===== config.mk =====
export PLATFORM = sky130hd
export DESIGN_NAME = hazard_ctrl_flat
export DESIGN_NICKNAME = d
export VERILOG_FILES = /design/src/rtl/hazard_ctrl_if.sv /design/src/rtl/hazard_ctrl.sv /design/src/flat_wrapper.sv
export SDC_FILE = /design/constraint.sdc
export NUM_CORES = 1
export LEC_CHECK = 0
export CAP_MARGIN = 20
export CORE_MARGIN = 2
export CORE_UTILIZATION = 40
export CTS_CLUSTER_SIZE = 30
export DETAILED_ROUTE_END_ITERATION = 7
export PLACE_DENSITY = 0.7
export SYNTH_ARGS = -nofsm -noshare
export SYNTH_HDL_FRONTEND = slang
export SYNTH_SLANG_ARGS = --single-unit
export TNS_END_PERCENT = 50

===== constraint.sdc =====
create_clock -name CLK -period 2.5 [get_ports CLK]
set_clock_uncertainty 0.15 [all_clocks]
set_input_delay 0.375 -clock CLK [delete_from_list [all_inputs] [get_ports CLK]]
set_output_delay 0.375 -clock CLK [all_outputs]
set_load 0.02 [all_outputs]

===== src/rtl/hazard_ctrl_if.sv =====
// Hazard-control bundle between the datapath and the pipeline control unit.
// master: control unit (reads hazard fields, drives latch controls and counters); slave: datapath.
interface hazard_ctrl_if #(
    parameter int REGW = 5,
    parameter int CNTW = 16
);
    logic            ihit;
    logic            dhit;
    logic            dmem_req;
    logic            idex_memread;
    logic [REGW-1:0] idex_rd;
    logic [REGW-1:0] ifid_rs;
    logic [REGW-1:0] ifid_rt;
    logic            ifid_uses_rt;
    logic            redirect;
    logic            halt_wb;
    logic            pc_en;
    logic            ifid_en;
    logic            ifid_flush;
    logic            idex_flush;
    logic            exmem_en;
    logic            halted;
    logic [CNTW-1:0] stall_cnt;
    logic [CNTW-1:0] bubble_cnt;
    logic [CNTW-1:0] flush_cnt;

    modport master (
        input  ihit, dhit, dmem_req, idex_memread, idex_rd,
        input  ifid_rs, ifid_rt, ifid_uses_rt, redirect, halt_wb,
        output pc_en, ifid_en, ifid_flush, idex_flush, exmem_en,
        output halted, stall_cnt, bubble_cnt, flush_cnt
    );

    modport slave (
        output ihit, dhit, dmem_req, idex_memread, idex_rd,
        output ifid_rs, ifid_rt, ifid_uses_rt, redirect, halt_wb,
        input  pc_en, ifid_en, ifid_flush, idex_flush, exmem_en,
        input  halted, stall_cnt, bubble_cnt, flush_cnt
    );
endinterface


===== src/rtl/hazard_ctrl.sv =====
// Pipeline hazard control: load-use bubbles, D-miss stalls, redirect flushes, HALT freeze.
// Ports: CLK, RST (async active-high), hif (hazard_ctrl_if.master) with inputs/controls/counters.
module hazard_ctrl #(
    parameter int REGW = 5,
    parameter int CNTW = 16
) (
    input  logic          CLK,
    input  logic          RST,
    hazard_ctrl_if.master hif
);
    typedef enum logic [1:0] {RUN, DWAIT, HALT} state_t;

    state_t          state, nstate;
    logic [REGW-1:0] rd, rs, rt;
    logic            luse, miss;
    logic            pc_en, ifid_en, ifid_flush, idex_flush, exmem_en;
    logic            stall_inc, bubble_inc, flush_inc;
    logic [CNTW-1:0] stall_q, bubble_q, flush_q;

    assign rd = hif.idex_rd;
    assign rs = hif.ifid_rs;
    assign rt = hif.ifid_rt;

    // r0 is hardwired zero, so a load into it never feeds a consumer
    assign luse = hif.idex_memread && (rd != '0) &&
                  ((rd == rs) || (hif.ifid_uses_rt && (rd == rt)));
    assign miss = hif.dmem_req && !hif.dhit;

    always_ff @(posedge CLK or posedge RST) begin
        if (RST) state <= RUN;
        else     state <= nstate;
    end

    always_comb begin
        nstate     = state;
        pc_en      = 1'b1;
        ifid_en    = 1'b1;
        ifid_flush = 1'b0;
        idex_flush = 1'b0;
        exmem_en   = 1'b1;
        stall_inc  = 1'b0;
        bubble_inc = 1'b0;
        flush_inc  = 1'b0;
        unique case (state)
            RUN: begin
                if (hif.halt_wb) begin
                    nstate   = HALT;
                    pc_en    = 1'b0;
                    ifid_en  = 1'b0;
                    exmem_en = 1'b0;
                end else if (miss) begin
                    nstate   = DWAIT;
                    pc_en    = 1'b0;
                    ifid_en  = 1'b0;
                    exmem_en = 1'b0;
                end else if (hif.redirect) begin
                    // ID is being flushed, so any load-use in it is moot
                    ifid_flush = 1'b1;
                    idex_flush = 1'b1;
                    flush_inc  = hif.ihit;
                end else if (luse) begin
                    pc_en      = 1'b0;
                    ifid_en    = 1'b0;
                    idex_flush = 1'b1;
                    bubble_inc = hif.ihit;
                end
            end
            DWAIT: begin
                pc_en     = 1'b0;
                ifid_en   = 1'b0;
                exmem_en  = hif.dhit;
                stall_inc = 1'b1;
                if (hif.dhit) nstate = RUN;
            end
            HALT: begin
                pc_en    = 1'b0;
                ifid_en  = 1'b0;
                exmem_en = 1'b0;
            end
            default: nstate = RUN;
        endcase
    end

    function automatic logic [CNTW-1:0] bump(input logic [CNTW-1:0] c,
                                             input logic en);
        return (en && (c != '1)) ? c + 1'b1 : c;
    endfunction

    always_ff @(posedge CLK or posedge RST) begin
        if (RST) begin
            stall_q  <= '0;
            bubble_q <= '0;
            flush_q  <= '0;
        end else begin
            stall_q  <= bump(stall_q, stall_inc);
            bubble_q <= bump(bubble_q, bubble_inc);
            flush_q  <= bump(flush_q, flush_inc);
        end
    end

    assign hif.pc_en      = pc_en;
    assign hif.ifid_en    = ifid_en;
    assign hif.ifid_flush = ifid_flush;
    assign hif.idex_flush = idex_flush;
    assign hif.exmem_en   = exmem_en;
    assign hif.halted     = (state == HALT);
    assign hif.stall_cnt  = stall_q;
    assign hif.bubble_cnt = bubble_q;
    assign hif.flush_cnt  = flush_q;
endmodule


===== src/flat_wrapper.sv =====
// flat-port wrapper written by rule: the top's interface ports become plain ports
module hazard_ctrl_flat 
#(
    parameter int REGW = 5,
    parameter int CNTW = 16
)
  (CLK, RST, hif_ihit, hif_dhit, hif_dmem_req, hif_idex_memread, hif_idex_rd, hif_ifid_rs, hif_ifid_rt, hif_ifid_uses_rt, hif_redirect, hif_halt_wb, hif_pc_en, hif_ifid_en, hif_ifid_flush, hif_idex_flush, hif_exmem_en, hif_halted, hif_stall_cnt, hif_bubble_cnt, hif_flush_cnt);
  hazard_ctrl_if #(.REGW(REGW), .CNTW(CNTW)) hif_i ();
  input  logic CLK;
  input  logic RST;
  input wire logic [$bits(hif_i.ihit)-1:0] hif_ihit;
  input wire logic [$bits(hif_i.dhit)-1:0] hif_dhit;
  input wire logic [$bits(hif_i.dmem_req)-1:0] hif_dmem_req;
  input wire logic [$bits(hif_i.idex_memread)-1:0] hif_idex_memread;
  input wire logic [$bits(hif_i.idex_rd)-1:0] hif_idex_rd;
  input wire logic [$bits(hif_i.ifid_rs)-1:0] hif_ifid_rs;
  input wire logic [$bits(hif_i.ifid_rt)-1:0] hif_ifid_rt;
  input wire logic [$bits(hif_i.ifid_uses_rt)-1:0] hif_ifid_uses_rt;
  input wire logic [$bits(hif_i.redirect)-1:0] hif_redirect;
  input wire logic [$bits(hif_i.halt_wb)-1:0] hif_halt_wb;
  output wire logic [$bits(hif_i.pc_en)-1:0] hif_pc_en;
  output wire logic [$bits(hif_i.ifid_en)-1:0] hif_ifid_en;
  output wire logic [$bits(hif_i.ifid_flush)-1:0] hif_ifid_flush;
  output wire logic [$bits(hif_i.idex_flush)-1:0] hif_idex_flush;
  output wire logic [$bits(hif_i.exmem_en)-1:0] hif_exmem_en;
  output wire logic [$bits(hif_i.halted)-1:0] hif_halted;
  output wire logic [$bits(hif_i.stall_cnt)-1:0] hif_stall_cnt;
  output wire logic [$bits(hif_i.bubble_cnt)-1:0] hif_bubble_cnt;
  output wire logic [$bits(hif_i.flush_cnt)-1:0] hif_flush_cnt;
  assign hif_i.ihit = hif_ihit;
  assign hif_i.dhit = hif_dhit;
  assign hif_i.dmem_req = hif_dmem_req;
  assign hif_i.idex_memread = hif_idex_memread;
  assign hif_i.idex_rd = hif_idex_rd;
  assign hif_i.ifid_rs = hif_ifid_rs;
  assign hif_i.ifid_rt = hif_ifid_rt;
  assign hif_i.ifid_uses_rt = hif_ifid_uses_rt;
  assign hif_i.redirect = hif_redirect;
  assign hif_i.halt_wb = hif_halt_wb;
  assign hif_pc_en = hif_i.pc_en;
  assign hif_ifid_en = hif_i.ifid_en;
  assign hif_ifid_flush = hif_i.ifid_flush;
  assign hif_idex_flush = hif_i.idex_flush;
  assign hif_exmem_en = hif_i.exmem_en;
  assign hif_halted = hif_i.halted;
  assign hif_stall_cnt = hif_i.stall_cnt;
  assign hif_bubble_cnt = hif_i.bubble_cnt;
  assign hif_flush_cnt = hif_i.flush_cnt;
  hazard_ctrl #(.REGW(REGW), .CNTW(CNTW)) u_core (.CLK(CLK), .RST(RST), .hif(hif_i));
endmodule

Word-level counts from Yosys, hierarchy flattened
Cells that the tools add are included.
{"block": "totals", "out_inout_bits": 54, "latchBits": 0, "elab_cells": 61, "regBits": 50, "memories": 0, "inputBits": 24, "ramBits": 0, "mem_bits_ro": 0}
{"block": "classes", "shifts": 0, "n_mul": 0, "n_reduce_logical": 13, "n_addsub": 3, "n_div": 0, "bitwise": 1, "muxes": 31, "n_lt_le_gt_ge": 0, "eq_ne": 9}
{"cell": "$add A16 B1 Y16 const B", "n": 3}
{"cell": "$ne A16 B16 Y1 const B", "n": 3}
{"cell": "$mux W1", "n": 25}
{"cell": "$eq A5 B5 Y1", "n": 2}
{"cell": "$logic_and A1 B1 Y1", "n": 7}
{"cell": "$mux W2", "n": 3}
{"cell": "$pmux W2 S3", "n": 1}
{"cell": "$reduce_bool A5 Y1", "n": 1}
{"cell": "$ne A3 B2 Y1 const B", "n": 1}
{"cell": "$pmux W1 S3", "n": 1}
{"cell": "$reduce_and A3 Y1", "n": 1}
{"cell": "$eq A2 B1 Y1 const B", "n": 1}
{"cell": "$eq A2 B2 Y1 const B", "n": 1}
{"cell": "$logic_not A2 Y1", "n": 1}
{"cell": "$ne A2 B2 Y1 const B", "n": 1}
{"cell": "$pmux W1 S2", "n": 1}
{"cell": "$reduce_or A2 Y1", "n": 1}
{"cell": "$logic_not A1 Y1", "n": 1}
{"cell": "$logic_or A1 B1 Y1", "n": 1}
{"cell": "$not A1 Y1", "n": 1}

Longest topological paths before layout
Gate-level depths: netlist (run 1).
{"block": "logic_depth", "ltp_word": 10, "ltp_mapped": 8, "ltp_nobuf": 7}

Worst setup path after synthesis (run 1)
No wires, ideal clock.
{"block": "synth_timing", "path_kind": "input to output", "startpoint": "input hif_idex_rd[0]", "endpoint": "output hif_pc_en", "path_buffers": 1, "stages": 6, "required_time_ns": 1.975, "setup_slack_ns": 0.072, "arrival_ns": 1.903, "cell_sequence": "or4_4 o21ai_4 nor2_4 a21o_2 o21ai_0 buf_4"}
{"block": "synth_via", "elab_chain_cells": 9, "elab_cells_between_ends": 12, "cone_classes": "2 x eq/ne; 5 x mux; 5 x reduce/logical"}
{"item": "start: declaration", "line_no": "flat_wrapper.sv:15", "source": "input wire logic [$bits(hif_i.idex_rd)-1:0] hif_idex_rd;"}
{"item": "$eq A5 B5 Y1", "line_no": "hazard_ctrl.sv:26", "source": "((rd == rs) || (hif.ifid_uses_rt && (rd == rt)));"}
{"item": "$logic_and A1 B1 Y1", "line_no": "hazard_ctrl.sv:26"}
{"item": "$logic_or A1 B1 Y1", "line_no": "hazard_ctrl.sv:26"}
{"item": "$logic_and A1 B1 Y1 (*)", "line_no": "hazard_ctrl.sv:25", "source": "assign luse = hif.idex_memread && (rd != '0) &&"}
{"item": "$mux W1 (*) (4 in series)"}
{"item": "$pmux W1 S2 (*)"}
{"item": "end: declaration", "line_no": "flat_wrapper.sv:21", "source": "output wire logic [$bits(hif_i.pc_en)-1:0] hif_pc_en;"}
Mark *: on every way between the ends. The rest lies on a longest branch, timed or not.

Final worst setup path (run 1)
{"block": "layout_timing", "startpoint": "input hif_idex_rd[0]", "endpoint": "output hif_ifid_en"}
{"block": "layout_via", "elab_chain_cells": 9, "elab_cells_between_ends": 12, "cone_classes": "2 x eq/ne; 5 x mux; 5 x reduce/logical"}
{"item": "$eq A5 B5 Y1", "line_no": "hazard_ctrl.sv:26"}
{"item": "$logic_and A1 B1 Y1", "line_no": "hazard_ctrl.sv:26"}
{"item": "$logic_or A1 B1 Y1", "line_no": "hazard_ctrl.sv:26"}
{"item": "$logic_and A1 B1 Y1 (*)", "line_no": "hazard_ctrl.sv:25"}
{"item": "$mux W1 (*)", "line_no": "hazard_ctrl.sv:61", "source": "end else if (luse) begin"}
{"item": "$mux W1 (*)", "line_no": "hazard_ctrl.sv:56", "source": "end else if (hif.redirect) begin"}
{"item": "$mux W1 (*)", "line_no": "hazard_ctrl.sv:51", "source": "end else if (miss) begin"}
{"item": "$mux W1 (*)", "line_no": "hazard_ctrl.sv:46", "source": "if (hif.halt_wb) begin"}
{"item": "$pmux W1 S2 (*)", "line_no": "hazard_ctrl.sv:44", "source": "unique case (state)"}
{"item": "end: declaration", "line_no": "flat_wrapper.sv:22", "source": "output wire logic [$bits(hif_i.ifid_en)-1:0] hif_ifid_en;"}
Marked as above.

==> metrics.md, run 1 <==
| Metric | Value |
|---|---|
| Outcome | `finished clean` |
| Worst-margin pin slew | `584 ps` |
| Cells after synthesis | `263` |
| Ys Warns | `0` |
| Worst Reg-to-Reg Cells | `8` |
| Worst Path Max Fanout | `2` |
| Final wirelength | `6410 um` |
| Non-Filler Instances | `443` |
| Worst-path clk slew | `100 ps` |
| Final setup viols | `0` |
| Ant. Diodes | `0` |
| Rel. slew slack | `0.606` |
| Reg2reg end | `u_core.hif.flush_cnt[10]` |
| RSZ-0062 raised after global routing | `false` |
| Global-route wire length before repair | `10700 um` |
| Max Freq | `0.415 GHz` |
| Number of remaining DRC errors | `0` |
| Crit path required time | `1980 ps` |
| Io pins | `78` |
| Vias | `2300` |
| Pins Over Slew Limit | `0` |
| Clock Tree Buf Depth | `2` |
| Clk sinks | `50` |
| Layout fillers | `563` |
| Synth cell types | `43` |
| Hold buffer count at cts | `0` |
| Pwr Density | `669 nW/um^2` |
| CTS Buf Count | `5` |
| Port bufs | `77` |
| R2r setup slk | `230 ps` |
| Total GRT Usage | `0.180` |
| Syn_area_per_cell | `10.1 um^2` |
| Clock root buffer | `clkbuf_8` |
| Worst VDD drop | `565 uV` |
| Vias in the first global route | `2261` |
| Initial Util | `0.417` |
| Antenna Violating Nets Remaining | `0` |
| Share of cells above drive strength 1 | `0.128` |
| Min Tclk post-route | `2410 ps` |
| Largest net degree at the start of global routing | `26` |
| Vias per cell | `5.19` |
| Area Overhead vs Synth | `43.3%` |
| DP Cell Count | `434` |
| 1st-iter DRT viols | `100` |
| Die Width | `85.6 um` |
| # rows | `29` |
| Critical path origin | `hif_idex_rd[0]` |
| Initial antenna violation count | `0` |
| Worst EP arrival | `1890 ps` |
| PnR Total Power | `2550 uW` |
| Nets | `396` |
| CP endpoint | `hif_ifid_en` |
| Flops & latches, synth | `50` |
| First-pass iteration count of the detailed router | `4` |
| DIE AREA | `7330 um^2` |
| MaxCap Viol Count | `0` |
| Netlist Area Pre-Place | `2660 um^2` |
| Core ar. | `6390 um^2` |
| TritonCTS clock tree | `built` |
| Worst min-delay path category | `in2async` |
| Die Y | `85.6 um` |
| Leading register cell type out of synthesis | `dfrtp_1` |
| Register area share after synthesis | `0.470` |
| Global route overflow | `0` |
| Setup crit end kind | `primary output` |
| Syn_nets | `294` |
| Routability cong. | `0.859` |
| Startpoint Class | `input port` |
| Critical R2R Launch | `u_core.state[1]` |
| Period utilisation layout | `0.965` |
| Fin. Hold Viols | `0` |
| Dpl hpwl | `4920 um` |
| Crit Path Class | `in2out` |
| H-Tree Depth | `2` |
| Post-synth EDFFs | `0` |
| Leak pwr | `0.00160 uW` |
| Clk Latency, worst-skew pair | `300 ps` |
| Asr flop ratio synth | `1.00` |
| WL/cell | `14.5 um` |
metal layers:
layer	vias to the layer above	share of wire	GRT usage
met3	4	0.035	0.0279
met2	55	0.49	0.298
met5	-	0	0
li1	1127	-	-
met1	1114	0.47	0.247
met4	0	0.0053	0.0505
cells in the final DEF (no fill, tap or decap), types with 2 or more instances in the layout:
master | Yosys | final
nand4_1 | 20 | 20
nand4b_1 | 2 | 2
and4_1 | 3 | 3
clkdlybuf4s50_1 | 0 | 69
nand2b_1 | 2 | 2
a21oi_1 | 7 | 6
dlygate4sd2_1 | 0 | 5
xnor2_1 | 43 | 43
and3_1 | 3 | 3
buf_6 | 0 | 2
clkbuf_8 | 0 | 6
mux2_2 | 2 | 2
nand3_1 | 24 | 24
nor2_1 | 19 | 19
xor2_1 | 10 | 10
dfrtp_1 | 50 | 50
nand2_1 | 23 | 23
buf_4 | 1 | 22
inv_1 | 11 | 10
nor3_1 | 6 | 6
nor4_1 | 3 | 3
o21ai_4 | 1 | 2
or4_4 | 2 | 2
ha_1 | 7 | 7
logic make-up (layout without fill, tap and decap cells):
kind of cell / Yosys count / in the layout / share of synthesized area
and+or+nand+nor: 116 / 116 / 0.236
xor gates and xnor gates: 53 / 53 / 0.174
DFF: 50 / 50 / 0.470
AOI/OAI and AO/OA: 19 / 19 / 0.0498
buffers and inverters: 15 / 118 / 0.0235
adders and majority gates: 7 / 7 / 0.0329
muxes: 3 / 3 / 0.0141
registers in the layout, summed over array words and instances, names as in the netlist:
signal,cells
u_core.hif.bubble_cnt,16
u_core.hif.flush_cnt,16
u_core.hif.stall_cnt,16
u_core.state,2
metrics by stage:
step                setup WS (ps)  utilization  area, um^2  hold slack [ps]  TNS (ps)
floorplan                    71.8            -        2660              335         0
global placement             -593        0.574        3670              334     -1670
detailed placement           -580        0.574        3670              346     -1770
CTS                          20.0        0.596        3810              284         0
global route                 3.47        0.598        3820              309         0
finish                       88.1        0.598        3820              265         0
cell type report:
class                   instances  area (um^2)  area share
multi-input cells             198         1380       0.361
flip-flops and latches         50         1250       0.328
repair buffers                 99          927       0.243
well taps                      77         96.3      0.0252
clock buffers                   6         82.6      0.0216
inverters                      11         41.3      0.0108
clock inverters                 2         38.8      0.0102
what timing repair did:
action / in CTS / in global routing
pin swaps: 3 / 4
gates resized for setup: 27 / 2
setup endpoints to repair: 5 / 2
setup buffers: 0 / 1
power by group:
group	total [uW]	internal, uW	switching (uW)
Clock	608	329	278
Combinational	918	451	467
Sequential	1030	901	126
cell usage after synthesis, types with 2 or more instances:
cell type,n,area [um^2]
nand4_1,20,125
ha_1,7,87.6
and3_1,3,18.8
nand2_1,23,86.3
o21ai_0,2,10.0
xor2_1,10,87.6
or4_4,2,22.5
nand4b_1,2,17.5
dfrtp_1,50,1250
xnor2_1,43,377
nand2b_1,2,12.5
nor2_1,19,71.3
and4_1,3,26.3
a21oi_1,7,35.0
mux2_2,2,22.5
nand3_1,24,120
nor4_1,3,18.8
nor3_1,6,30.0
inv_1,11,41.3
critical path, cell delays in order:
cell and delay, ps:
clkdlybuf4s50_1 420, or4_4 450, o21ai_4 180, nor2_4 40, a21o_2 200, o21ai_4 70, buf_6 140
worst min-delay path by stage:
stage | from | endpoint | slack, ps
after global placement | u_core.hif.stall_cnt[14] | u_core.hif.stall_cnt[14] | 330
after global routing | RST | u_core.hif.stall_cnt[12] | 310
after floorplan | u_core.state[1] | u_core.state[1] | 340
after CTS | RST | u_core.hif.stall_cnt[12] | 280
final | RST | u_core.hif.stall_cnt[12] | 260
after detailed placement | u_core.hif.flush_cnt[6] | u_core.hif.flush_cnt[6] | 350
Power figures use the tool's default switching activity.
==> run 2, diff against run 1 <==
--- a/config.mk
+++ b/config.mk
@@ -5,6 +5,7 @@
 export SDC_FILE = /design/constraint.sdc
 export NUM_CORES = 1
 export LEC_CHECK = 0
+export ABC_CLOCK_PERIOD_IN_PS = 2500
 export CAP_MARGIN = 20
 export CORE_MARGIN = 2
 export CORE_UTILIZATION = 40
==> results of run 2 <==
No change in the layout: final DEF, timing and power equal those of run 1.
